==> config.mk <==
export PLATFORM = sky130hd
export DESIGN_NAME = mux_4x_nbit1
export DESIGN_NICKNAME = d
export VERILOG_FILES = /design/src/rtl/mux4_pkg.sv /design/src/rtl/mux4_sel.sv /design/src/rtl/mux_4x_nbit1.sv
export SDC_FILE = /design/constraint.sdc
export NUM_CORES = 1
export LEC_CHECK = 0
export CORE_MARGIN = 8
export CORE_UTILIZATION = 32
export CTS_CLUSTER_SIZE = 40
export DETAILED_ROUTE_END_ITERATION = 6
export PLACE_DENSITY_LB_ADDON = 0.1
export SKIP_CTS_REPAIR_TIMING = 1
export SYNTH_ARGS = -nofsm -noshare
export SYNTH_HDL_FRONTEND = slang
export SYNTH_SLANG_ARGS = --single-unit
==> constraint.sdc <==
create_clock -name clk -period 1.1 [get_ports clk]
set_input_delay 0.22 -clock clk [delete_from_list [all_inputs] [get_ports clk]]
set_output_delay 0.22 -clock clk [all_outputs]
set_load 0.05 [all_outputs]
==> src/rtl/mux4_pkg.sv <==
// Shared select codes, select type and default width for the 4:1 mux.
package mux4_pkg;

    typedef logic [1:0] sel_t;

    localparam sel_t SEL_A = 2'd0;
    localparam sel_t SEL_B = 2'd1;
    localparam sel_t SEL_C = 2'd2;
    localparam sel_t SEL_D = 2'd3;

    localparam int DEF_BUS_WIDTH = 8;

endpackage

==> src/rtl/mux4_sel.sv <==
// Purely combinational 4:1 selector, all four codes decoded explicitly.
module mux4_sel
    import mux4_pkg::*;
#(
    parameter int BUS_WIDTH = DEF_BUS_WIDTH
) (
    input  logic [BUS_WIDTH-1:0] a,
    input  logic [BUS_WIDTH-1:0] b,
    input  logic [BUS_WIDTH-1:0] c,
    input  logic [BUS_WIDTH-1:0] d,
    input  sel_t                 sel,
    output logic [BUS_WIDTH-1:0] y
);

    always_comb begin
        unique case (sel)
            SEL_A: y = a;
            SEL_B: y = b;
            SEL_C: y = c;
            SEL_D: y = d;
        endcase
    end

endmodule

==> src/rtl/mux_4x_nbit1.sv <==
// 4:1 mux with combinational and enable-captured outputs.
// Optional registered parity output y_par when MUX4_PARITY_EN is defined.
module mux_4x_nbit1
    import mux4_pkg::*;
#(
    parameter int BUS_WIDTH = DEF_BUS_WIDTH
) (
    input  logic                 clk,
    input  logic                 rst_n,
    input  logic                 en,
    input  logic [BUS_WIDTH-1:0] a,
    input  logic [BUS_WIDTH-1:0] b,
    input  logic [BUS_WIDTH-1:0] c,
    input  logic [BUS_WIDTH-1:0] d,
    input  sel_t                 sel,
    output logic [BUS_WIDTH-1:0] y,
    output logic [BUS_WIDTH-1:0] y_q,
    output sel_t                 sel_q,
`ifdef MUX4_PARITY_EN
    output logic                 y_par,
`endif
    output logic                 y_vld
);

    mux4_sel #(
        .BUS_WIDTH(BUS_WIDTH)
    ) u_sel (
        .a  (a),
        .b  (b),
        .c  (c),
        .d  (d),
        .sel(sel),
        .y  (y)
    );

    // y_vld follows en unconditionally; data/sel only load on en
    always_ff @(posedge clk or negedge rst_n) begin
        if (!rst_n) begin
            y_q   <= '0;
            sel_q <= SEL_A;
            y_vld <= 1'b0;
`ifdef MUX4_PARITY_EN
            y_par <= 1'b0;
`endif
        end else begin
            y_vld <= en;
            if (en) begin
                y_q   <= y;
                sel_q <= sel;
`ifdef MUX4_PARITY_EN
                y_par <= ^y;
`endif
            end
        end
    end

endmodule

==> results of run 1 <==
## logic make-up after synthesis
| kind of cell | share of synthesized area [%] |
|---|---|
| AND/OR/NAND/NOR | 8.361 |
| AO/OA/AOI/OAI | 10.45 |
| flip-flops | 38.33 |
| multiplexers | 35.02 |
| buffers and inverters | 7.839 |
## through the flow
step           hold slack [ns]  cells  area [µm²]  setup slack [ns]
4_1_cts                 0.2401    166        1757           -0.7465
3_5_place_dp            0.5338    162        1730           -0.7360
3_3_place_gp            0.5325    162        1730           -0.6727
2_1_floorplan         -0.07559     61       822.0           -0.1425
==> summary.md, run 1 <==
| Metric | Value |
|---|---|
| Area leader, netlist | dfrtp_1 |
| TritonCTS Sinks | 11 |
| I/O pins | 56 |
| Post-synth EDFFs | 0 |
| Std cell rows | 17 |
| Error message | [ERROR DPL-0033] detailed placement checks failed during check placement. |
| Synthesis-stage register bit count | 11 |
| Port Buffers | 55 |
| Ys Warns | 0 |
| Worst End Pin Type | primary output |
| Net count after synthesis | 98 |
| RePlAce Congestion | slightly below 0.7 |
| Hpwl dp | approximately 2400 µm |
| Starting Density | between 30% and 40% |
| Die H | around 63 µm |
| Post-synth ARST share | 100.0% |
| Last stage reached | 5_1_grt |
| Synth top cells by count | mux2i_1, dfrtp_1, nand2b_1 |
| Top FF cell, synth | dfrtp_1 |
| Mapped cell area | roughly 720 µm² |
| Clock tree buffer depth | 2 |
| Initial antenna violation count | 2 |
| Synth Instances | between 60 and 70 |
| H-tree lvl count | 1 |
| Syn_area_per_cell | between 10 and 15 µm² |
| Netlist cell types | 11 |
| Die Wd | 63.38 µm |
| Synth top area share | about two fifths |
| Largest net degree at the start of global routing | 18 |
| CTS buffer count | 3 |
| Synth top area cells | dfrtp_1, mux2i_1, o221ai_1, nand2b_1, buf_6 |
| GR repair worst EP | y[2] |
| Most numerous cell in the Yosys netlist | mux2i_1 |
| Status | did not finish |
| Root buffer cell | clkbuf_4 |
| Sequential area share after synthesis | 38.33% |
==> run 2: changes to the inputs <==
--- a/config.mk
+++ b/config.mk
@@ -5,11 +5,10 @@
 export SDC_FILE = /design/constraint.sdc
 export NUM_CORES = 1
 export LEC_CHECK = 0
-export CORE_MARGIN = 8
-export CORE_UTILIZATION = 32
-export CTS_CLUSTER_SIZE = 40
+export CORE_AREA = 8 8 69 71
 export DETAILED_ROUTE_END_ITERATION = 6
-export PLACE_DENSITY_LB_ADDON = 0.1
+export DIE_AREA = 0 0 77 79
+export PLACE_DENSITY_LB_ADDON = 0.15
 export SKIP_CTS_REPAIR_TIMING = 1
 export SYNTH_ARGS = -nofsm -noshare
 export SYNTH_HDL_FRONTEND = slang
==> run 2 against run 1 <==
The flow now finishes, with violations (setup timing). Synthesized cell count stayed put. Area after synthesis unchanged.
==> summary.md, run 2 <==
| Metric | Value |
|---|---|
| Status | finished, violations left |
| Failing checks | setup timing |
| I/O pins | 56 (unchanged) |
| Cell breakdown of the critical path | buf_12 -> clkbuf_16 -> mux2i_4 -> mux2i_4 -> buf_12 |
| Fill count | 339 |
| First-pass detailed-route iteration total | 4 |
| Wirelength per Cell | 16.35 µm |
| Root buffer cell | clkbuf_8 |
| Synth-to-layout area growth | 203.3% |
| Largest regs | y_q (8), sel_q (2), y_vld (1) |
| Clock Latency Late Sink | approximately 0.25 ns |
| Worst-path clk slew | roughly 0.05 ns |
| Grt met1 use | about 11% |
| TritonCTS Sinks | 11 (unchanged) |
| Synth top cells by count | mux2i_1, dfrtp_1, nand2b_1 |
| # diodes | 0 |
| Max-Cap Viols | 0 |
| Max-Slew Margin vs Limit | between 80% and 90% |
| Commonest non-fill, non-tap cell in the layout | dlymetal6s2s_1 |
| Via count of the first global-routing pass | between 900 and 1000 |
| CTS tree | yes |
| Final count of hold timing violations | 0 |
| Die Wd | 77 µm (+21%) |
| Clock tree buffer depth | 2 (unchanged) |
| Most numerous cell in the Yosys netlist | mux2i_1 |
| Place WS | -0.7345 ns (+0.001554 ns) |
| Final WS setup | -0.1848 ns |
| CTS buffer count | 3 (unchanged) |
| Max FFs per register | 8 |
| Initial antenna violation count | 0 |
| Post-synth ARST share | 100.0% (unchanged) |
| Final nets | 180 |
| PD cells | roughly 1000 nW/µm² |
| Most flop-heavy register | y_q |
| Final wirelength | roughly 3100 µm |
| Port Buffers | 55 (unchanged) |
| Endpoint class of the critical path | primary output |
| Synth top area cells | dfrtp_1, mux2i_1, o221ai_1, nand2b_1, buf_6 |
| Area leader, netlist | dfrtp_1 |
| Worst R2R Setup Slack | approximately 0.32 ns |
| Reg2Reg Launch Point | sel_q[1]$_DFFE_PN0P_ |
| Mapped cell area | 718.2 µm² (unchanged) |
| Die H | 79 µm (+25%) |
| First-pass GRT wire length | 4657 µm |
| Peak supply drop | about 0.00050 V |
| Layout cells sized above 1 | approximately 54% |
| Routing usage on met2 | approximately 15% |
| Antenna viol nets, final | 0 |
| Max-slew violations | 0 |
| Mean number of vias per cell | 4.271 |
| Crit path time final | about 1.3 ns |
| Leakage | roughly 0.0011 µW |
| Least-Margin Pin Slew | 0.2572 ns |
| H-tree lvl count | 1 (unchanged) |
| Largest net degree at the start of global routing | 18 |
| Met3 Use GR | 4.289% |
| Synth Instances | 61 (unchanged) |
| RePlAce Congestion | 0.6802 (+0.99%) |
| Type of the worst setup path | input pin to primary output |
| Fin Clk Skew | 0 ns |
| Final period util | 116.8% |
| Syn_area_per_cell | 11.77 µm² (unchanged) |
| Total grt overflow | 0 |
| Gr usage total | roughly a tenth |
| RSZ-0062 raised after global routing | yes |
| RR Endpoint | sel_q[1]$_DFFE_PN0P_ |
| DR iter-0 viols | 20 |
| Grt peak-use layer | met2 |
| Crit path largest cell delay | between 0.2 and 0.25 ns |
| Final setup vio count | 8 |
| Netlist cell types | 11 (unchanged) |
| Residual DRC | 0 |
| HP Class | input pin to asynchronous set/reset pin |
| Utilization after layout | ~57% |
| Total Die Area | approximately 6100 µm² |
| Via count | between 800 and 900 |
| Hpwl dp | 2276 µm (-3.4%) |
| Top FF cell, synth | dfrtp_1 |
| Cells on worst reg2reg path | 1 |
| Synthesis-stage register bit count | 11 (unchanged) |
| Ys Warns | 0 (unchanged) |
| Worst endpoint data arrival time | between 1 and 1.5 ns |
| Std cell rows | 23 (+6) |
| Data required, critical path | between 0.8 and 0.9 ns |
| Crit start category | input pin |
| Synth top area share | 38.33% (unchanged) |
| Core outline area | roughly 3800 µm² |
| Delay-heaviest family, CP | buffers and inverters |
| Net count after synthesis | 98 (unchanged) |
| CP max stage cell | mux2i_4 |
| Sequential area share after synthesis | 38.33% (unchanged) |
| Starting Density | 18.91% (-14 points) |
| Max Freq | approximately 780 MHz |
| Crit-path max FO | 8 |
| Post-synth EDFFs | 0 (unchanged) |
| Worst path bufs/invs | 3 |
| Most frequent cells in the layout | dlymetal6s2s_1, mux2i_4, buf_12, buf_4, dfrtp_1 |
[run 2: layout make-up]
| class | instances | area [µm²] | share of cell area, % |
|---|---|---|---|
| repair buffers | 82 | 1102 | 50.60 |
| clock buffers | 4 | 45.04 | 2.068 |
| multi-input cells | 44 | 689.4 | 31.65 |
| inverters | 1 | 3.754 | 0.1723 |
| well taps | 50 | 62.56 | 2.872 |
| flip-flops and latches | 11 | 275.3 | 12.64 |
[run 2: worst max path at each step]
stage	start	endpoint	slack (ns)	cells past startpoint
4_1_cts	sel[1]	y[7]	-0.74	5
3_5_place_dp	sel[1]	y[7]	-0.73	5
5_1_grt	sel[1]	y[5]	-0.21	5
3_3_place_gp	sel[1]	y[0]	-0.67	5
6_report	sel[1]	y[3]	-0.18	5
2_1_floorplan	sel[1]	y[3]	-0.14	4
[run 2: kinds of logic (layout without fill, tap and decap cells)]
group | after synthesis | in the layout | share of synthesized area (%)
and+or+nand+nor | 10 | 10 | 8.361
DFF | 11 | 11 | 38.33
buffers and inverters | 6 | 87 | 7.839
muxes | 25 | 25 | 35.02
AOI/OAI and AO/OA | 9 | 9 | 10.45
[run 2: per-layer routing]
layer / vias up / share of wire (%)
met3: 3 / 9.0
met1: 381 / 42
met2: 39 / 48
met4: 0 / 1.2
li1: 397 / -
met5: - / 0
[run 2: per-stage QoR]
step	instance area, µm²	power (µW)	hold slack, ns	instances	setup TNS (ns)
6_report	2178	2133	0.2639	192	-1.321
4_1_cts	1838	2037	0.2714	191	-8.580
3_5_place_dp	1793	1608	0.5355	187	-11.03
3_3_place_gp	1793	1598	0.5298	187	-10.17
5_1_grt	2178	2222	0.2994	192	-1.541
2_1_floorplan	822.0	984.0	-0.07559	61	-1.076
[run 2: power breakdown]
group	switching [µW]	leakage (µW)	internal, µW	total [µW]
combinational	548	0.000960	660	1210
clock	167	0.0000228	256	423
sequential	51.0	0.000134	452	503
total	766	0.00112	1370	2130
Power figures use the tool's default switching activity.
==> run 3: changes to the inputs <==
--- a/config.mk
+++ b/config.mk
@@ -12,4 +12,5 @@
 export SKIP_CTS_REPAIR_TIMING = 1
 export SYNTH_ARGS = -nofsm -noshare
 export SYNTH_HDL_FRONTEND = slang
+export SYNTH_HIERARCHICAL = 1
 export SYNTH_SLANG_ARGS = --single-unit
==> run 3 against run 2 <==
The flow still finishes with violations (setup timing). Largest power group unchanged. Count of clock-buffer cells in the layout is the same. Via count shrank 30%. Fmax is 4.7% lower. Total power down 11%. Synthesized cell count is 48% lower. Cell count fell by 23%.
==> summary.md, run 3 <==
| Metric | Value |
|---|---|
| Worst-path clk slew | 0.05 ns (about the same) |
| Synth top cells by count | dfrtp_1, mux2_4, mux4_2 |
| Final setup vio count | 15 (+7) |
| Antenna viol nets, final | 0 (unchanged) |
| First-pass GRT wire length | 3381 µm (-27%) |
| Top FF cell, synth | dfrtp_1 |
| Final nets | 136 (-24%) |
| Crit start category | input pin |
| DR iter-0 viols | 7 (-65%) |
| # diodes | 0 (unchanged) |
| Hpwl dp | 1896 µm (-17%) |
| Layout cells sized above 1 | 53.06% (-0.46 points) |
| Std cell rows | 23 (unchanged) |
| Via count | 573 (-30%) |
| Least-Margin Pin Slew | 0.1518 ns (-0.1054 ns) |
| Post-synth EDFFs | 0 (unchanged) |
| Clk pwr share | 20.5% (+0.7 points) |
| Total Die Area | 6083 µm² (unchanged) |
| Critical Path Most Common Cell | buf_8 |
| Cells on worst reg2reg path | 1 (unchanged) |
| Max Freq | 742.1 MHz (-4.7%) |
| Worst path bufs/invs | 3 (unchanged) |
| Area after DPL | 1371 µm² (-24%) |
| Endpoint class of the critical path | primary output |
| Clock tree buffer depth | 2 (unchanged) |
| Final count of hold timing violations | 0 (unchanged) |
| Syn_area_per_cell | 19.78 µm² (+68%) |
| Die H | 79 µm (unchanged) |
| Ys Warns | 6 (+6) |
| Start point of the critical path | sel[0] |
| Synthesis-stage register bit count | 11 (unchanged) |
| Max-Cap Viols | 0 (unchanged) |
| Gr usage total | 7.136% (-2.4 points) |
| Netlist cell types | 5 (-6) |
| Synth top area cells | dfrtp_1, mux4_2, mux2_4, buf_6, clkbuf_2 |
| Sequential area share after synthesis | 43.48% (+5.2 points) |
| Worst R2R Setup Slack | 0.29 ns (-0.03 ns) |
| CP max stage cell | mux4_2 |
| Max FFs per register | 8 (unchanged) |
| Flop pwr share | 27.3% (+3.7 points) |
| Die Wd | 77 µm (unchanged) |
| I/O pins | 56 (unchanged) |
| RePlAce Congestion | 0.6251 (-8.1%) |
| Crit path largest cell delay | 0.54 ns (+0.33 ns) |
| RSZ-0062 raised after global routing | yes |
| Mapped cell area | 633.1 µm² (-12%) |
| Wirelength per Cell | 16.51 µm (+0.93%) |
| Cell breakdown of the critical path | buf_8 -> buf_6 -> mux4_2 -> buf_8 |
| Final wirelength | 2443 µm (-22%) |
| Placed insts | 139 (-26%) |
| Sw Pwr | 648.1 µW (-15%) |
| Residual DRC | 0 (unchanged) |
| Comb power frac | 52.2% (-4.4 points) |
| Most numerous cell in the Yosys netlist | dfrtp_1 |
| Post-synth ARST share | 100.0% (unchanged) |
| Delay-heaviest family, CP | multiplexers |
| Initial antenna violation count | 0 (unchanged) |
| Crit-path max FO | 4 (-4) |
| Net count after synthesis | 69 (-30%) |
| Finished Layout Cells | 148 (-23%) |
| Fin Clk Skew | 0 ns (unchanged) |
| Crit path time final | 1.348 ns (+0.06277 ns) |
| Synth top area share | 43.48% (+5.2 points) |
| WP depth | 4 (-1) |
| Most flop-heavy register | y_q |
| Status | finished, violations left |
| Root buffer cell | clkbuf_8 |
| Largest net degree at the start of global routing | 12 (-6) |
| Clock Latency Late Sink | 0.23 ns (-0.02 ns) |
| H-tree lvl count | 1 (unchanged) |
| Type of the worst setup path | input pin to primary output |
| Mean number of vias per cell | 3.872 (-9.3%) |
| Total grt overflow | 0 (unchanged) |
| Synth-to-layout area growth | 157.5% |
| Max-slew violations | 0 (unchanged) |
| Pint | 1258 µW (-8.0%) |
| Worst endpoint data arrival time | 1.13 ns (+0.07 ns) |
| Core outline area | 3799 µm² (unchanged) |
| Worst Hold Slack | 0.2855 ns (+0.02163 ns) |
| TritonCTS Sinks | 11 (unchanged) |
| Fill count | 370 (+9.1%) |
| CTS tree | yes |
| HP Class | input pin to asynchronous set/reset pin |
| Starting Density | 16.67% (-2.2 points) |
| Final period util | 122.5% (+5.7 points) |
| Final instance area | 1630 µm² (-25%) |
| Peak supply drop | 0.0004078 V (-18%) |
| Most frequent cells in the layout | dlymetal6s2s_1, buf_12, dfrtp_1 |
| Commonest non-fill, non-tap cell in the layout | dlymetal6s2s_1 |
| Via count of the first global-routing pass | 609 (-36%) |
| Data required, critical path | 0.88 ns (about the same) |
| Port Buffers | 55 (unchanged) |
| Final WS setup | -0.2476 ns (-0.06277 ns) |
| Area leader, netlist | dfrtp_1 |
| RR Endpoint | y_q[4]$_DFFE_PN0P_ |
| First-pass detailed-route iteration total | 2 (-2) |
| Largest regs | y_q (8), sel_q (2), y_vld (1) |
| Leakage | 0.0009552 µW (-14%) |
| CTS buffer count | 3 (unchanged) |
| Failing checks | setup timing |
| Synth Instances | 32 (-48%) |
| Max-Slew Margin vs Limit | 89.88% (+7.1 points) |
| Reg2Reg Launch Point | y_q[4]$_DFFE_PN0P_ |
| PD cells | 1169 nW/µm² (+19%) |
| Sw frac | 34.01% (-1.9 points) |
[run 3: changes by cell type after synthesis, sizes merged]
cell	change
nand2	-1
inv	-1
mux2i	-24
o221ai	-8
nand2b	-9
o21ai	-1
buf	-3
clkbuf	+1
mux4	+8
mux2	+9
[run 3: per-stage QoR]
step	util, %	setup slack, ns	setup TNS [ns]	power (µW)
global placement	36.10	-0.7317	-11.58	1451
global route	42.92	-0.2778	-2.820	1990
floorplan	-	-0.3208	-3.423	968.2
detailed placement	36.10	-0.7403	-11.74	1455
finish	42.92	-0.2476	-2.446	1906
CTS	37.29	-0.7405	-9.286	1864
[run 3: kinds of logic (layout without fill, tap and decap cells)]
kind of cell	count (synthesis)	count (layout)	share of synthesized area, %
mux	18	18	52.17
buf+inv	3	69	4.347
flops	11	11	43.48
[run 3: worst max-delay path by stage]
stage,endpoint
after floorplan,y_q[0]$_DFFE_PN0P_
after global placement,y[6]
after detailed placement,y[6]
after CTS,y[6]
after global routing,y[3]
final,y[5]
[run 3: power by group through the flow]
| stage | sequential, µW | combinational, µW | clock (µW) |
|---|---|---|---|
| 6_report | 521 | 995 | 390 |
| 5_1_grt | 529 | 1030 | 431 |
| 4_1_cts | 522 | 929 | 413 |
| 3_5_place_dp | 527 | 928 | 0 |
| 3_3_place_gp | 526 | 925 | 0 |
| 2_1_floorplan | 684 | 285 | 0 |
[run 3: routing by layer]
metal / vias up / track usage, % / part of all wire, %
met5: - / 0 / 0
met4: 0 / 2.264 / 0.29
met3: 2 / 3.273 / 6.5
met2: 21 / 12.06 / 56
met1: 291 / 7.847 / 37
li1: 259 / - / -
[run 3: final cells by class]
type | count | area (µm²) | share of cell area (%)
flip-flops and latches | 11 | 275.3 | 16.88
well taps | 50 | 62.56 | 3.837
multi-input cells | 18 | 330.3 | 20.26
repair buffers | 65 | 917.1 | 56.25
clock buffers | 4 | 45.04 | 2.763
